**config.mk**
```make
export PLATFORM = sky130hd
export DESIGN_NAME = pos_update_sched_flat
export DESIGN_NICKNAME = d
export VERILOG_FILES = /design/src/rtl/pos_update_sched_pkg.sv /design/src/rtl/pos_update_sched_if.sv /design/src/rtl/rr_arb2.sv /design/src/rtl/pos_update_sched.sv /design/src/flat_wrapper.sv
export SDC_FILE = /design/constraint.sdc
export NUM_CORES = 1
export LEC_CHECK = 0
export ABC_AREA = 1
export CAP_MARGIN = 20
export CORE_MARGIN = 5
export CORE_UTILIZATION = 41
export DETAILED_ROUTE_END_ITERATION = 7
export HOLD_SLACK_MARGIN = 0.12
export MAX_ROUTING_LAYER = met4
export PLACE_DENSITY_LB_ADDON = 0.3
export SETUP_SLACK_MARGIN = 0.05
export SLEW_MARGIN = 30
export SYNTH_ARGS = -nofsm -noshare
export SYNTH_HDL_FRONTEND = slang
export SYNTH_HIERARCHICAL = 1
export SYNTH_SLANG_ARGS = --single-unit
```
**constraint.sdc**
```tcl
create_clock -name pclk -period 1.5 [get_ports pclk]
set_clock_uncertainty 0.1 [all_clocks]
set_input_delay 0.225 -clock pclk [delete_from_list [all_inputs] [get_ports pclk]]
set_output_delay 0.225 -clock pclk [all_outputs]
set_load 0.02 [all_outputs]
```
**src/rtl/pos_update_sched_pkg.sv**
```systemverilog
// Shared types and constants for the position-update scheduler.
package pos_update_sched_pkg;

  localparam int unsigned PosW       = 12;
  localparam int unsigned HActiveDef = 800;
  localparam int unsigned VActiveDef = 600;
  localparam int unsigned RectWDef   = 48;
  localparam int unsigned RectHDef   = 64;

  typedef enum logic [1:0] {StIdle, StHold, StCommit} state_e;

  function automatic logic [PosW-1:0] clamp_pos(logic [PosW-1:0] v, logic [PosW-1:0] lim);
    return (v > lim) ? lim : v;
  endfunction

endpackage

```
**src/rtl/pos_update_sched_if.sv**
```systemverilog
// Request/acknowledge bundle shared by the two position requesters and the scheduler.
interface pos_update_sched_if;
  import pos_update_sched_pkg::*;

  logic            req0;
  logic            req1;
  logic [PosW-1:0] xpos0_in;
  logic [PosW-1:0] ypos0_in;
  logic [PosW-1:0] xpos1_in;
  logic [PosW-1:0] ypos1_in;
  logic            ack0;
  logic            ack1;

  modport master (
    output req0, req1, xpos0_in, ypos0_in, xpos1_in, ypos1_in,
    input  ack0, ack1
  );

  modport slave (
    input  req0, req1, xpos0_in, ypos0_in, xpos1_in, ypos1_in,
    output ack0, ack1
  );
endinterface

```
**src/rtl/rr_arb2.sv**
```systemverilog
// Two-way round-robin arbiter; pointer moves only when a grant is actually issued.
module rr_arb2 (
  input  logic       clk,
  input  logic       rst,
  input  logic       en,
  input  logic [1:0] req,
  output logic [1:0] gnt
);

  // High when req1 won last, so req0 takes the next tie.
  logic last_q;

  always_comb begin
    gnt = 2'b00;
    if (en) begin
      unique case (req)
        2'b01:   gnt = 2'b01;
        2'b10:   gnt = 2'b10;
        2'b11:   gnt = last_q ? 2'b01 : 2'b10;
        default: gnt = 2'b00;
      endcase
    end
  end

  always_ff @(posedge clk) begin
    if (rst) begin
      last_q <= 1'b1;
    end else if (|gnt) begin
      last_q <= gnt[1];
    end
  end

endmodule

```
**src/rtl/pos_update_sched.sv**
```systemverilog
// Captures requested object positions and commits them only at a frame boundary.
// Optional build macro POS_CLAMP_EN clamps captured positions to keep the object on screen.
module pos_update_sched
  import pos_update_sched_pkg::*;
#(
  parameter int unsigned H_ACTIVE = HActiveDef,
  parameter int unsigned V_ACTIVE = VActiveDef,
  parameter int unsigned RECT_W   = RectWDef,
  parameter int unsigned RECT_H   = RectHDef
) (
  input  logic                  pclk,
  input  logic                  rst,
  input  logic                  vblnk_in,
  pos_update_sched_if.slave     bus,
  output logic [PosW-1:0]       xpos,
  output logic [PosW-1:0]       ypos,
  output logic                  pending,
  output logic [7:0]            commit_cnt
);

  if (RECT_W > H_ACTIVE || RECT_H > V_ACTIVE) begin : g_bad_geom
    $error("object does not fit on the active screen");
  end

  state_e          state_q;
  logic            vblnk_d;
  logic [1:0]      ack_q;
  logic            pending_q;
  logic [7:0]      cnt_q;
  logic [PosW-1:0] cap_x_q, cap_y_q, xpos_q, ypos_q;
  logic [PosW-1:0] win_x, win_y, cap_x, cap_y;
  logic [1:0]      gnt;
  logic            frame_rise;

  assign frame_rise = vblnk_in & ~vblnk_d;

  rr_arb2 u_arb (
    .clk (pclk),
    .rst (rst),
    .en  (state_q == StIdle),
    .req ({bus.req1, bus.req0}),
    .gnt (gnt)
  );

  always_comb begin
    win_x = gnt[1] ? bus.xpos1_in : bus.xpos0_in;
    win_y = gnt[1] ? bus.ypos1_in : bus.ypos0_in;
`ifdef POS_CLAMP_EN
    cap_x = clamp_pos(win_x, PosW'(H_ACTIVE - RECT_W));
    cap_y = clamp_pos(win_y, PosW'(V_ACTIVE - RECT_H));
`else
    cap_x = win_x;
    cap_y = win_y;
`endif
  end

  always_ff @(posedge pclk) begin
    if (rst) begin
      state_q   <= StIdle;
      vblnk_d   <= 1'b0;
      ack_q     <= 2'b00;
      pending_q <= 1'b0;
      cnt_q     <= 8'd0;
      cap_x_q   <= '0;
      cap_y_q   <= '0;
      xpos_q    <= '0;
      ypos_q    <= '0;
    end else begin
      vblnk_d <= vblnk_in;
      ack_q   <= 2'b00;
      unique case (state_q)
        StIdle: begin
          if (|gnt) begin
            ack_q     <= gnt;
            cap_x_q   <= cap_x;
            cap_y_q   <= cap_y;
            pending_q <= 1'b1;
            state_q   <= StHold;
          end
        end
        StHold: begin
          // Commit registers load on entry to StCommit so the new position
          // shows one cycle after the boundary cycle.
          if (frame_rise) begin
            xpos_q  <= cap_x_q;
            ypos_q  <= cap_y_q;
            cnt_q   <= cnt_q + 8'd1;
            state_q <= StCommit;
          end
        end
        StCommit: begin
          pending_q <= 1'b0;
          state_q   <= StIdle;
        end
        default: begin
          pending_q <= 1'b0;
          state_q   <= StIdle;
        end
      endcase
    end
  end

  assign bus.ack0   = ack_q[0];
  assign bus.ack1   = ack_q[1];
  assign xpos       = xpos_q;
  assign ypos       = ypos_q;
  assign pending    = pending_q;
  assign commit_cnt = cnt_q;

endmodule

```
**src/flat_wrapper.sv**
```systemverilog
// flat-port wrapper written by rule: the top's interface ports become plain ports
module pos_update_sched_flat import pos_update_sched_pkg::*;
#(
  parameter int unsigned H_ACTIVE = HActiveDef,
  parameter int unsigned V_ACTIVE = VActiveDef,
  parameter int unsigned RECT_W   = RectWDef,
  parameter int unsigned RECT_H   = RectHDef
)
  (pclk, rst, vblnk_in, xpos, ypos, pending, commit_cnt, bus_req0, bus_req1, bus_xpos0_in, bus_ypos0_in, bus_xpos1_in, bus_ypos1_in, bus_ack0, bus_ack1);
  pos_update_sched_if bus_i ();
  input  logic pclk;
  input  logic rst;
  input  logic vblnk_in;
  output logic [PosW-1:0] xpos;
  output logic [PosW-1:0] ypos;
  output logic pending;
  output logic [7:0] commit_cnt;
  input wire logic [$bits(bus_i.req0)-1:0] bus_req0;
  input wire logic [$bits(bus_i.req1)-1:0] bus_req1;
  input wire logic [$bits(bus_i.xpos0_in)-1:0] bus_xpos0_in;
  input wire logic [$bits(bus_i.ypos0_in)-1:0] bus_ypos0_in;
  input wire logic [$bits(bus_i.xpos1_in)-1:0] bus_xpos1_in;
  input wire logic [$bits(bus_i.ypos1_in)-1:0] bus_ypos1_in;
  output wire logic [$bits(bus_i.ack0)-1:0] bus_ack0;
  output wire logic [$bits(bus_i.ack1)-1:0] bus_ack1;
  assign bus_i.req0 = bus_req0;
  assign bus_i.req1 = bus_req1;
  assign bus_i.xpos0_in = bus_xpos0_in;
  assign bus_i.ypos0_in = bus_ypos0_in;
  assign bus_i.xpos1_in = bus_xpos1_in;
  assign bus_i.ypos1_in = bus_ypos1_in;
  assign bus_ack0 = bus_i.ack0;
  assign bus_ack1 = bus_i.ack1;
  pos_update_sched #(.H_ACTIVE(H_ACTIVE), .V_ACTIVE(V_ACTIVE), .RECT_W(RECT_W), .RECT_H(RECT_H)) u_core (.pclk(pclk), .rst(rst), .vblnk_in(vblnk_in), .bus(bus_i), .xpos(xpos), .ypos(ypos), .pending(pending), .commit_cnt(commit_cnt));
endmodule
```
# Word-level counts from Yosys, hierarchy flattened
# Cells that the tools add are included.
[totals]
word_cells = 39
output_inout_bits = 35
ff_bits = 63
input_bits = 53
[op_classes]
n_eq_ne = 6
muxes = 10
n_bitwise = 5
add_sub_neg = 1
reduce_logical = 7
[op_table]
columns = ["cell", "count"]
rows = [
  ["2-to-1 mux 12 bit", 2],
  ["adder 8 x 1 -> 8 bit, second input constant", 1],
  ["2-to-1 mux 2 bit", 4],
  ["AND reduction 2 bit", 4],
  ["one-hot mux 2 bit (3 select lines)", 1],
  ["equality test 2 x 1 -> 1 bit, second input constant", 2],
  ["equality test 2 bit, second input constant", 2],
  ["inequality test 2 x 1 -> 1 bit, second input constant", 2],
  ["inverter 1 bit", 4],
  ["one-hot mux 2 bit (2 select lines)", 1],
  ["OR reduction 3 bit", 1],
  ["zero test 2 bit", 1],
  ["one-hot mux 1 bit (2 select lines)", 1],
  ["OR reduction 2 bit", 1],
  ["bitwise AND 1 bit", 1],
  ["2-to-1 mux 1 bit", 1],
]

# Longest topological paths before layout
# Gate-level depths: netlist of run 1.
[depth]
depth_word = 6
depth_mapped = 12
ltp_nobuf = 10

# Modules after synthesis
# The synthesis of run 1 kept the hierarchy.
[by_module_without_submodules]
columns = ["module", "n_inst", "area_per_inst_um2", "cells_each", "seq_area_each_um2"]
rows = [
  ["pos_update_sched", 1, 2641.3, 375, 1241.2],
  ["rr_arb2", 1, 71.3, 12, 20.0],
]

# Worst setup path before layout of run 1
# Ideal clock, no wire load.
[synth_path]
kind = "reg2reg"
start = "register u_core.state_q[0]"
end = "register u_core.cap_x_q[0]"
path_buffers = 2
t_arrival_ps = 1326
slack_ps = -41
stages_incl_launch_ff = 12
setup_time_ps = 116
t_required_ps = 1284
synth_period_minus_slack_ps = 1541
path_cell_list = "dfxtp_1 -> nor2_2 -> nand2_1 -> inv_1 -> nand2_2 -> inv_1 -> buf_6 -> o21ai_4 -> inv_4 -> buf_6 -> nor2_1 -> nor2_1"
[synth_between]
elab_chain_cells = 4
word_cells_on_any_way = 5
cone_classes = "mux (2); reduce/logical (3)"
[synth_lines]
columns = ["item", "line", "rtl"]
rows = [
  ["start, declared", "pos_update_sched.sv:25", "state_e state_q;"],
  ["start signal, assigned", "pos_update_sched.sv:59", "state_q <= StIdle;"],
  ["start signal, assigned", "pos_update_sched.sv:78", "state_q <= StHold;"],
  ["start signal, assigned", "pos_update_sched.sv:88", "state_q <= StCommit;"],
  ["zero test 2 bit *", "pos_update_sched.sv:40", ".en (state_q == StIdle),"],
  ["2-to-1 mux 2 bit *", "rr_arb2.sv:15", "if (en) begin"],
  ["net u_core.gnt[1]", "pos_update_sched.sv:32", "logic [1:0] gnt;"],
  ["OR reduction 2 bit", "pos_update_sched.sv:73", "if (|gnt) begin"],
  ["AND reduction 2 bit (no source line)", "--", ""],
  ["end signal, assigned", "pos_update_sched.sv:75", "cap_x_q <= cap_x;"],
  ["end, declared", "pos_update_sched.sv:30", "logic [PosW-1:0] cap_x_q, cap_y_q, xpos_q, ypos_q;"],
]
# Mark *: on every way through the listed nets, which the timed path passes. The rest lies on a longest branch.
# A chain may end at the register's enable or synchronous reset.

# Worst setup path after layout of run 1
[layout_path]
start = "register u_core.state_q[0]"
end = "register u_core.cap_y_q[10]"
[layout_between]
elab_chain_cells = 4
word_cells_on_any_way = 5
cone_classes = "mux (2); reduce/logical (3)"
[layout_lines]
columns = ["item", "line", "rtl"]
rows = [
  ["zero test 2 bit", "pos_update_sched.sv:40", ""],
  ["2-to-1 mux 2 bit", "rr_arb2.sv:15", ""],
  ["net u_core.gnt[0]", "pos_update_sched.sv:32", ""],
  ["OR reduction 2 bit", "pos_update_sched.sv:73", ""],
  ["AND reduction 2 bit (no source line)", "--", ""],
  ["end signal, assigned", "pos_update_sched.sv:76", "cap_y_q <= cap_y;"],
  ["end, declared", "pos_update_sched.sv:30", ""],
]
# The timed path passes the listed nets, and every way through them passes these cells.

==> impl_summary.log, run 1 <==
[metrics] outcome: finished, final reports clean
[metrics] area added between synthesis and finish: 45.8%
[metrics] first-iteration detailed-routing DRC count: 121
[metrics] flop and latch count out of synthesis: 63
[metrics] # fillers: 591
[metrics] maximum number of buffers from clock root to sink: 2
[metrics] ratio of final minimum period to clock period: 0.961
[metrics] fraction of final layout cells with drive strength greater than 1: 0.126
[metrics] most common cell after layout, fill and taps aside: sky130_fd_sc_hd__nor2_1
[metrics] actual slew at the worst max-slew pin: 402 ps
[metrics] power density over the cells: 1240 nW/um^2
[metrics] global-route wire length before repair: 11.7 mm
[metrics] final count of negative-setup-slack endpoints: 0
[metrics] number of levels in the clock H-tree: 3
[metrics] leakage power of the design: 1.98 nW
[metrics] via density per instance: 4.73
[metrics] Post-route DRC: 0
[metrics] main area contributors after synthesis: sky130_fd_sc_hd__dfxtp_1, sky130_fd_sc_hd__nor2_1, sky130_fd_sc_hd__nand2_1
[metrics] Slew Limit Fails: 0
[metrics] Largest stage delay, worst path: 350 ps
[metrics] start point of the worst hold path: u_core/cap_y_q[10]
[metrics] clock latency of the later-clocked register in the worst-skew pair: 340 ps
[metrics] part of the Yosys area used for sequential elements: 0.465
[metrics] standard-cell rows: 29
[metrics] total power consumption of the routed design: 4.89 mW
[metrics] Chip Width: 91.3 um
[metrics] y dimension of the die: 91.3 um
[metrics] storage element area: 1270 um^2
[metrics] net count after synthesis: 441
[metrics] largest net degree at the start of global routing: 26
[metrics] count of nets after finishing: 541
[metrics] Worst Reg-to-Reg Cells: 7
[metrics] initial standard-cell utilization of the core: 0.425
[metrics] Std-Cell Core Area: 6390 um^2
[metrics] post-CTS clock slew at the launch and capture registers of the worst setup and hold paths: 70 ps
[metrics] synthesized cell area: 2710 um^2
[metrics] Routed wire per std cell: 12.1 um
[metrics] share of the core filled with cells in the final layout: 0.620
[metrics] global router's overall resource usage: 0.177
[metrics] via count of the first global-routing pass: 2,607
[metrics] count of non-filler cells in the finished layout: 569
[metrics] maximum resistive drop on vdd: 0.000941 V
[metrics] TritonCTS sink count: 63
[metrics] area share of the leading cell type in the synthesized netlist: 0.465
[metrics] class of the most critical hold timing path: flop to flop
[metrics] post-placement worst setup slack: -299 ps
[metrics] Fin Hold WS: 378 ps
[metrics] Pre-antenna DRT Iters: 4
[metrics] max_slew headroom: 0.731
[metrics] hold buffer count at CTS: 0
[metrics] HPWL after detailed placement: 5.04 mm
[metrics] final design instance area without fill: 3960 um^2
[metrics] critical path cell sequence: nor2_4, nand2_1, a21oi_4, o21ai_4, buf_12, o21ai_0, nor2_1
[metrics] number of nets with antenna violations after detailed routing: 0
[metrics] gr ovfl total: 0
[metrics] count of antenna diodes in the layout: 0
[metrics] Avg Synthesized Cell Area: 7.01 um^2
[metrics] Crit Path Category: flop to flop
[metrics] worst hold path endpoint: u_core/cap_y_q[10]
[metrics] clock period minus final worst setup slack: 1440 ps
[metrics] flop2flop setup slack: 60 ps
[metrics] worst hold stages: 2
[metrics] achievable clock frequency: 0.694 GHz
[metrics] launching point of the worst reg2reg path: u_core/state_q[0]
[metrics] highest-delay cell along the critical path: sky130_fd_sc_hd__dfxtp_4
[metrics] count of synthesis-stage warnings from yosys: 6
[metrics] total count of hold-check failures in the final report: 0
[metrics] root buffer cell: sky130_fd_sc_hd__clkbuf_8
[metrics] arrival time reported for the critical path endpoint: 1570 ps
[metrics] kind of start point of the critical path: flop
[metrics] aggregate routed wire length: 6.91 mm
[metrics] RSZ-0062 raised after global routing: true
[metrics] Die Area: 8340 um^2
[metrics] biggest fanout along the worst timing path: 24
[metrics] total number of vias: 2,693
[metrics] global placement routability congestion: 0.843
[metrics] worst endpoint required time: 1630 ps
[metrics] number of placed instances with taps included: 551
[metrics] CTS tree: built
[metrics] area taken by multi-input logic gates: 1230 um^2
[metrics] fin worst setup slack: 58.5 ps
[metrics] sum of negative setup slack: 0 ps
[metrics] Critical R2R Capture: u_core/cap_y_q[10]
[metrics] post-synthesis cell count: 387
[metrics] most used cells in the layout excluding fill and tap cells: sky130_fd_sc_hd__nor2_1, sky130_fd_sc_hd__nand2_1, sky130_fd_sc_hd__dfxtp_1, sky130_fd_sc_hd__clkdlybuf4s50_1, sky130_fd_sc_hd__dlygate4sd2_1
[metrics] area after detailed placement: 3760 um^2
[metrics] Port Buffers: 87
[metrics] total CTS buffers: 9
[metrics] crit path capture type: flop
[metrics] leading area contributor after synthesis: sky130_fd_sc_hd__dfxtp_1
[metrics] antenna violations before repair: 0
[metrics] reported max-cap violation count: 0
[metrics] IO Pins: 88
[metrics] Yosys cell types: 23
## cell type report
type | instances | area share
clock inverters | 3 | 0.0101
repair buffers | 110 | 0.268
clock buffers | 13 | 0.0427
well taps | 77 | 0.0244
multi-input cells | 280 | 0.311
flip-flops and latches | 63 | 0.320
inverters | 23 | 0.0244
## state kept, by name, indices dropped and copies added (netlist names)
signal,flops
u_core/ack_q,2
u_core/cap_x_q,12
u_core/cap_y_q,12
u_core/commit_cnt,8
u_core/pending,1
u_core/state_q,2
u_core/u_arb/last_q,1
u_core/vblnk_d,1
u_core/xpos,12
u_core/ypos,12
## cells in the mapped netlist
library cell / number
sky130_fd_sc_hd__ha_1: 1
sky130_fd_sc_hd__nand2_1: 94
sky130_fd_sc_hd__buf_2: 5
sky130_fd_sc_hd__buf_4: 5
sky130_fd_sc_hd__dfxtp_1: 63
sky130_fd_sc_hd__nand3_2: 1
sky130_fd_sc_hd__inv_2: 4
sky130_fd_sc_hd__o21ai_0: 40
sky130_fd_sc_hd__o21ai_4: 1
sky130_fd_sc_hd__buf_6: 7
sky130_fd_sc_hd__o21ai_1: 11
sky130_fd_sc_hd__nor2_1: 110
sky130_fd_sc_hd__o31ai_1: 1
sky130_fd_sc_hd__nand3_1: 5
sky130_fd_sc_hd__nand2_4: 1
sky130_fd_sc_hd__inv_1: 18
sky130_fd_sc_hd__nand2_2: 2
sky130_fd_sc_hd__nor2_2: 5
sky130_fd_sc_hd__nand4_1: 3
sky130_fd_sc_hd__clkbuf_1: 4
sky130_fd_sc_hd__inv_4: 1
sky130_fd_sc_hd__nor2_8: 1
sky130_fd_sc_hd__a21oi_1: 4
## layer usage
layer,up-vias,part of all wire,GRT usage
li1,1401,-,-
met1,1220,0.43,0.195
met2,63,0.49,0.298
met3,9,0.065,0.0545
met4,0,0.011,0.0648
met5,-,0,-
## worst max path at each step
stage / from / end
after detailed placement: bus_req1 / u_core/cap_y_q[6]
after global placement: bus_req1 / u_core/cap_x_q[4]
after CTS: u_core/state_q[0] / u_core/cap_y_q[10]
final: u_core/state_q[0] / u_core/cap_y_q[10]
after floorplan: u_core/state_q[0] / u_core/cap_y_q[10]
after global routing: u_core/state_q[0] / u_core/cap_y_q[11]
## kinds of logic after synthesis
group / share of synthesized area
and+or+nand+nor: 0.330
DFF: 0.465
AOI/OAI and AO/OA: 0.110
buffers and inverters: 0.0904
adders and majority gates: 0.00461
## what timing repair did
item                       CTS  global route
setup buffers                2             0
gates resized for setup     39             8
setup endpoints to repair   59            30
gates cloned                 0             0
hold endpoints to repair     0             0
pin swaps                    0             0
## report_power, final
part | switching, mW | internal [mW]
Clock | 0.626 | 0.899
Combinational | 0.725 | 0.605
Sequential | 0.122 | 1.91
Total | 1.47 | 3.42
## worst max-delay path: cells and delay by family (launching register included)
family,cells,cell delay [ps]
compound gates,3,410
flops,1,350
simple gates,3,290
buf+inv,1,160
Power figures use the tool's default switching activity.
==> run 2: changes to the inputs <==
--- a/config.mk
+++ b/config.mk
@@ -8,7 +8,7 @@
 export ABC_AREA = 1
 export CAP_MARGIN = 20
 export CORE_MARGIN = 5
-export CORE_UTILIZATION = 41
+export CORE_UTILIZATION = 46
 export DETAILED_ROUTE_END_ITERATION = 7
 export HOLD_SLACK_MARGIN = 0.12
 export MAX_ROUTING_LAYER = met4
==> constraint.sdc (replaced) <==
create_clock -name pclk -period 1.4 [get_ports pclk]
set_clock_uncertainty 0.1 [all_clocks]
set_input_delay 0.21 -clock pclk [delete_from_list [all_inputs] [get_ports pclk]]
set_output_delay 0.21 -clock pclk [all_outputs]
set_load 0.02 [all_outputs]
==> run 2 against run 1 <==
  * The run now ends with setup timing left
  * Largest power group unchanged
  * Critical path depth grew 1
  * Sequential share of layout area shrank 1.2 points
  * Worst hold slack lost 9.7 ps
  * Global-route usage grew 2.5 points
  * Combinational power grew 20%
  * Fmax shrank 2.4%
  * Sequential power grew 8%
==> impl_summary.log, run 2 (same netlist as run 1, synthesis figures left out) <==
[metrics] outcome: complete, but fails checks
[metrics] failing checks: setup timing
[metrics] RSZ-0062 raised after global routing: true
[metrics] crit path capture type: flop
[metrics] global placement routability congestion: 0.818 (-2.9%)
[metrics] gr ovfl total: 0 (unchanged)
[metrics] post-CTS clock slew at the launch and capture registers of the worst setup and hold paths: 70 ps (about the same)
[metrics] global-route wire length before repair: 11.7 mm (+0.12%)
[metrics] most used cells in the layout excluding fill and tap cells: sky130_fd_sc_hd__nand2_1, sky130_fd_sc_hd__nor2_1, sky130_fd_sc_hd__dfxtp_1, sky130_fd_sc_hd__clkdlybuf4s50_1, sky130_fd_sc_hd__o21ai_0
[metrics] biggest fanout along the worst timing path: 9 (-63%)
[metrics] number of levels in the clock H-tree: 3 (unchanged)
[metrics] antenna violations before repair: 0 (unchanged)
[metrics] final design instance area without fill: 4130 um^2 (+4.4%)
[metrics] first-iteration detailed-routing DRC count: 178 (+47%)
[metrics] arrival time reported for the critical path endpoint: 1640 ps (+70 ps)
[metrics] Std-Cell Core Area: 5820 um^2 (-8.9%)
[metrics] final count of negative-setup-slack endpoints: 25 (+25)
[metrics] Slew Limit Fails: 0 (unchanged)
[metrics] Worst Reg-to-Reg Cells: 8 (+1)
[metrics] maximum resistive drop on vdd: 0.000700 V (-26%)
[metrics] Post-route DRC: 0 (unchanged)
[metrics] clock period minus final worst setup slack: 1480 ps (+35.0 ps)
[metrics] post-placement worst setup slack: -423 ps (-124 ps)
[metrics] fraction of final layout cells with drive strength greater than 1: 0.194 (+0.0675)
[metrics] Crit Path Category: flop to flop
[metrics] HPWL after detailed placement: 4.86 mm (-3.7%)
[metrics] initial standard-cell utilization of the core: 0.466 (+0.0417)
[metrics] reported max-cap violation count: 0 (unchanged)
[metrics] count of antenna diodes in the layout: 0 (unchanged)
[metrics] TritonCTS sink count: 63 (unchanged)
[metrics] achievable clock frequency: 0.677 GHz (-2.4%)
[metrics] worst hold stages: 2 (unchanged)
[metrics] worst endpoint required time: 1570 ps (-60 ps)
[metrics] class of the most critical hold timing path: flop to flop
[metrics] via count of the first global-routing pass: 2,637 (+1.2%)
[metrics] Largest stage delay, worst path: 350 ps (about the same)
[metrics] most common cell after layout, fill and taps aside: sky130_fd_sc_hd__nand2_1
[metrics] max_slew headroom: 0.822 (+0.0903)
[metrics] total count of hold-check failures in the final report: 0 (unchanged)
[metrics] highest-delay cell along the critical path: sky130_fd_sc_hd__dfxtp_4
[metrics] number of placed instances with taps included: 547 (-0.73%)
[metrics] count of nets after finishing: 545 (+0.74%)
[metrics] launching point of the worst reg2reg path: u_core/state_q[0]
[metrics] total number of vias: 2,770 (+2.9%)
[metrics] Routed wire per std cell: 12.7 um (+5.0%)
[metrics] total power consumption of the routed design: 5.56 mW (+14%)
[metrics] worst hold path endpoint: u_core/cap_y_q[10]
[metrics] global router's overall resource usage: 0.201 (+0.0246)
[metrics] clock latency of the later-clocked register in the worst-skew pair: 330 ps (about the same)
[metrics] Chip Width: 86.8 um (-5.0%)
[metrics] Port Buffers: 87 (unchanged)
[metrics] total CTS buffers: 9 (unchanged)
[metrics] area after detailed placement: 3750 um^2 (about the same)
[metrics] area taken by multi-input logic gates: 1310 um^2 (+6.6%)
[metrics] fin worst setup slack: -76.5 ps (-135 ps)
[metrics] actual slew at the worst max-slew pin: 265 ps (-137 ps)
[metrics] standard-cell rows: 28 (-3.4%)
[metrics] cell with the most instances on the worst path: sky130_fd_sc_hd__nor2_1
[metrics] largest net degree at the start of global routing: 45 (+73%)
[metrics] count of non-filler cells in the finished layout: 571 (+0.35%)
[metrics] root buffer cell: sky130_fd_sc_hd__clkbuf_8
[metrics] aggregate routed wire length: 7.27 mm (+5.3%)
[metrics] flop2flop setup slack: -80 ps (-130 ps)
[metrics] # fillers: 491 (-17%)
[metrics] maximum number of buffers from clock root to sink: 2 (unchanged)
[metrics] y dimension of the die: 86.8 um (-5.0%)
[metrics] Pre-antenna DRT Iters: 4 (unchanged)
[metrics] number of nets with antenna violations after detailed routing: 0 (unchanged)
[metrics] IO Pins: 88 (unchanged)
[metrics] area added between synthesis and finish: 52.3%
[metrics] critical path cell sequence: nor2_4, nand2_1, a21oi_4, o21ai_4, inv_4, clkbuf_16, nor2_1, nor2_1
[metrics] Die Area: 7530 um^2 (-9.7%)
[metrics] via density per instance: 4.85 (+2.5%)
[metrics] kind of start point of the critical path: flop
[metrics] storage element area: 1270 um^2 (+0.59%)
[metrics] Critical R2R Capture: u_core/cap_y_q[2]
[metrics] start point of the worst hold path: u_core/cap_y_q[10]
[metrics] share of the core filled with cells in the final layout: 0.710 (+0.0909)
[metrics] CTS tree: built
[metrics] ratio of final minimum period to clock period: 1.05 (+0.0936)
[metrics] power density over the cells: 1350 nW/um^2 (+8.9%)
[metrics] leakage power of the design: 1.98 nW (+0.33%)
-- run 2: timing repair --
action	4_1_cts	5_1_grt
setup endpoints to repair	60	70
gates cloned	0	2
endpoints found under the hold margin	0	0
hold buffers	0	0
resized for setup	52	49
pin swaps	3	4
setup buffers	6	0
-- run 2: final cells by class --
| cell class | instances | area share |
|---|---|---|
| flip-flops and latches | 63 | 0.309 |
| inverters | 23 | 0.0227 |
| clock inverters | 3 | 0.0157 |
| clock buffers | 13 | 0.0385 |
| multi-input cells | 280 | 0.317 |
| repair buffers | 114 | 0.275 |
| well taps | 75 | 0.0227 |
-- run 2: routing by layer --
metal	share of wire	up-vias	track usage	wire, um
met5	0	-	-	0
met4	0.014	0	0.0708	103
met3	0.070	8	0.0589	508
met2	0.51	89	0.339	3730
met1	0.40	1268	0.226	2940
li1	-	1405	-	-
-- run 2: how the worst max path moves through the flow --
stage	from	to	depth (start not counted)
2_1_floorplan	u_core/state_q[0]	u_core/cap_y_q[10]	11
3_3_place_gp	bus_req1	u_core/cap_y_q[10]	10
3_5_place_dp	bus_req1	u_core/cap_y_q[8]	10
4_1_cts	u_core/state_q[0]	u_core/cap_x_q[7]	10
5_1_grt	u_core/state_q[0]	u_core/cap_x_q[0]	8
6_report	u_core/state_q[0]	u_core/cap_y_q[2]	8
-- run 2: critical path, delay by kind of cell, from the launching register on --
kind / cells / cell delay, ps
and+or+nand+nor: 4 / 360
buffers and inverters: 2 / 290
DFF: 1 / 350
AOI/OAI and AO/OA: 2 / 290
-- run 2: power by group --
part	switching [mW]	total [mW]	internal, mW
Sequential	0.152	2.20	2.05
Clock	0.659	1.76	1.10
Combinational	0.844	1.60	0.758
Total	1.66	5.56	3.91
-- run 2: metrics by stage --
step	setup TNS, ps	hold slack, ps
CTS	-1220	375
global placement	-12790	356
detailed placement	-14540	362
finish	-1210	369
global route	-3620	402
floorplan	-1110	175
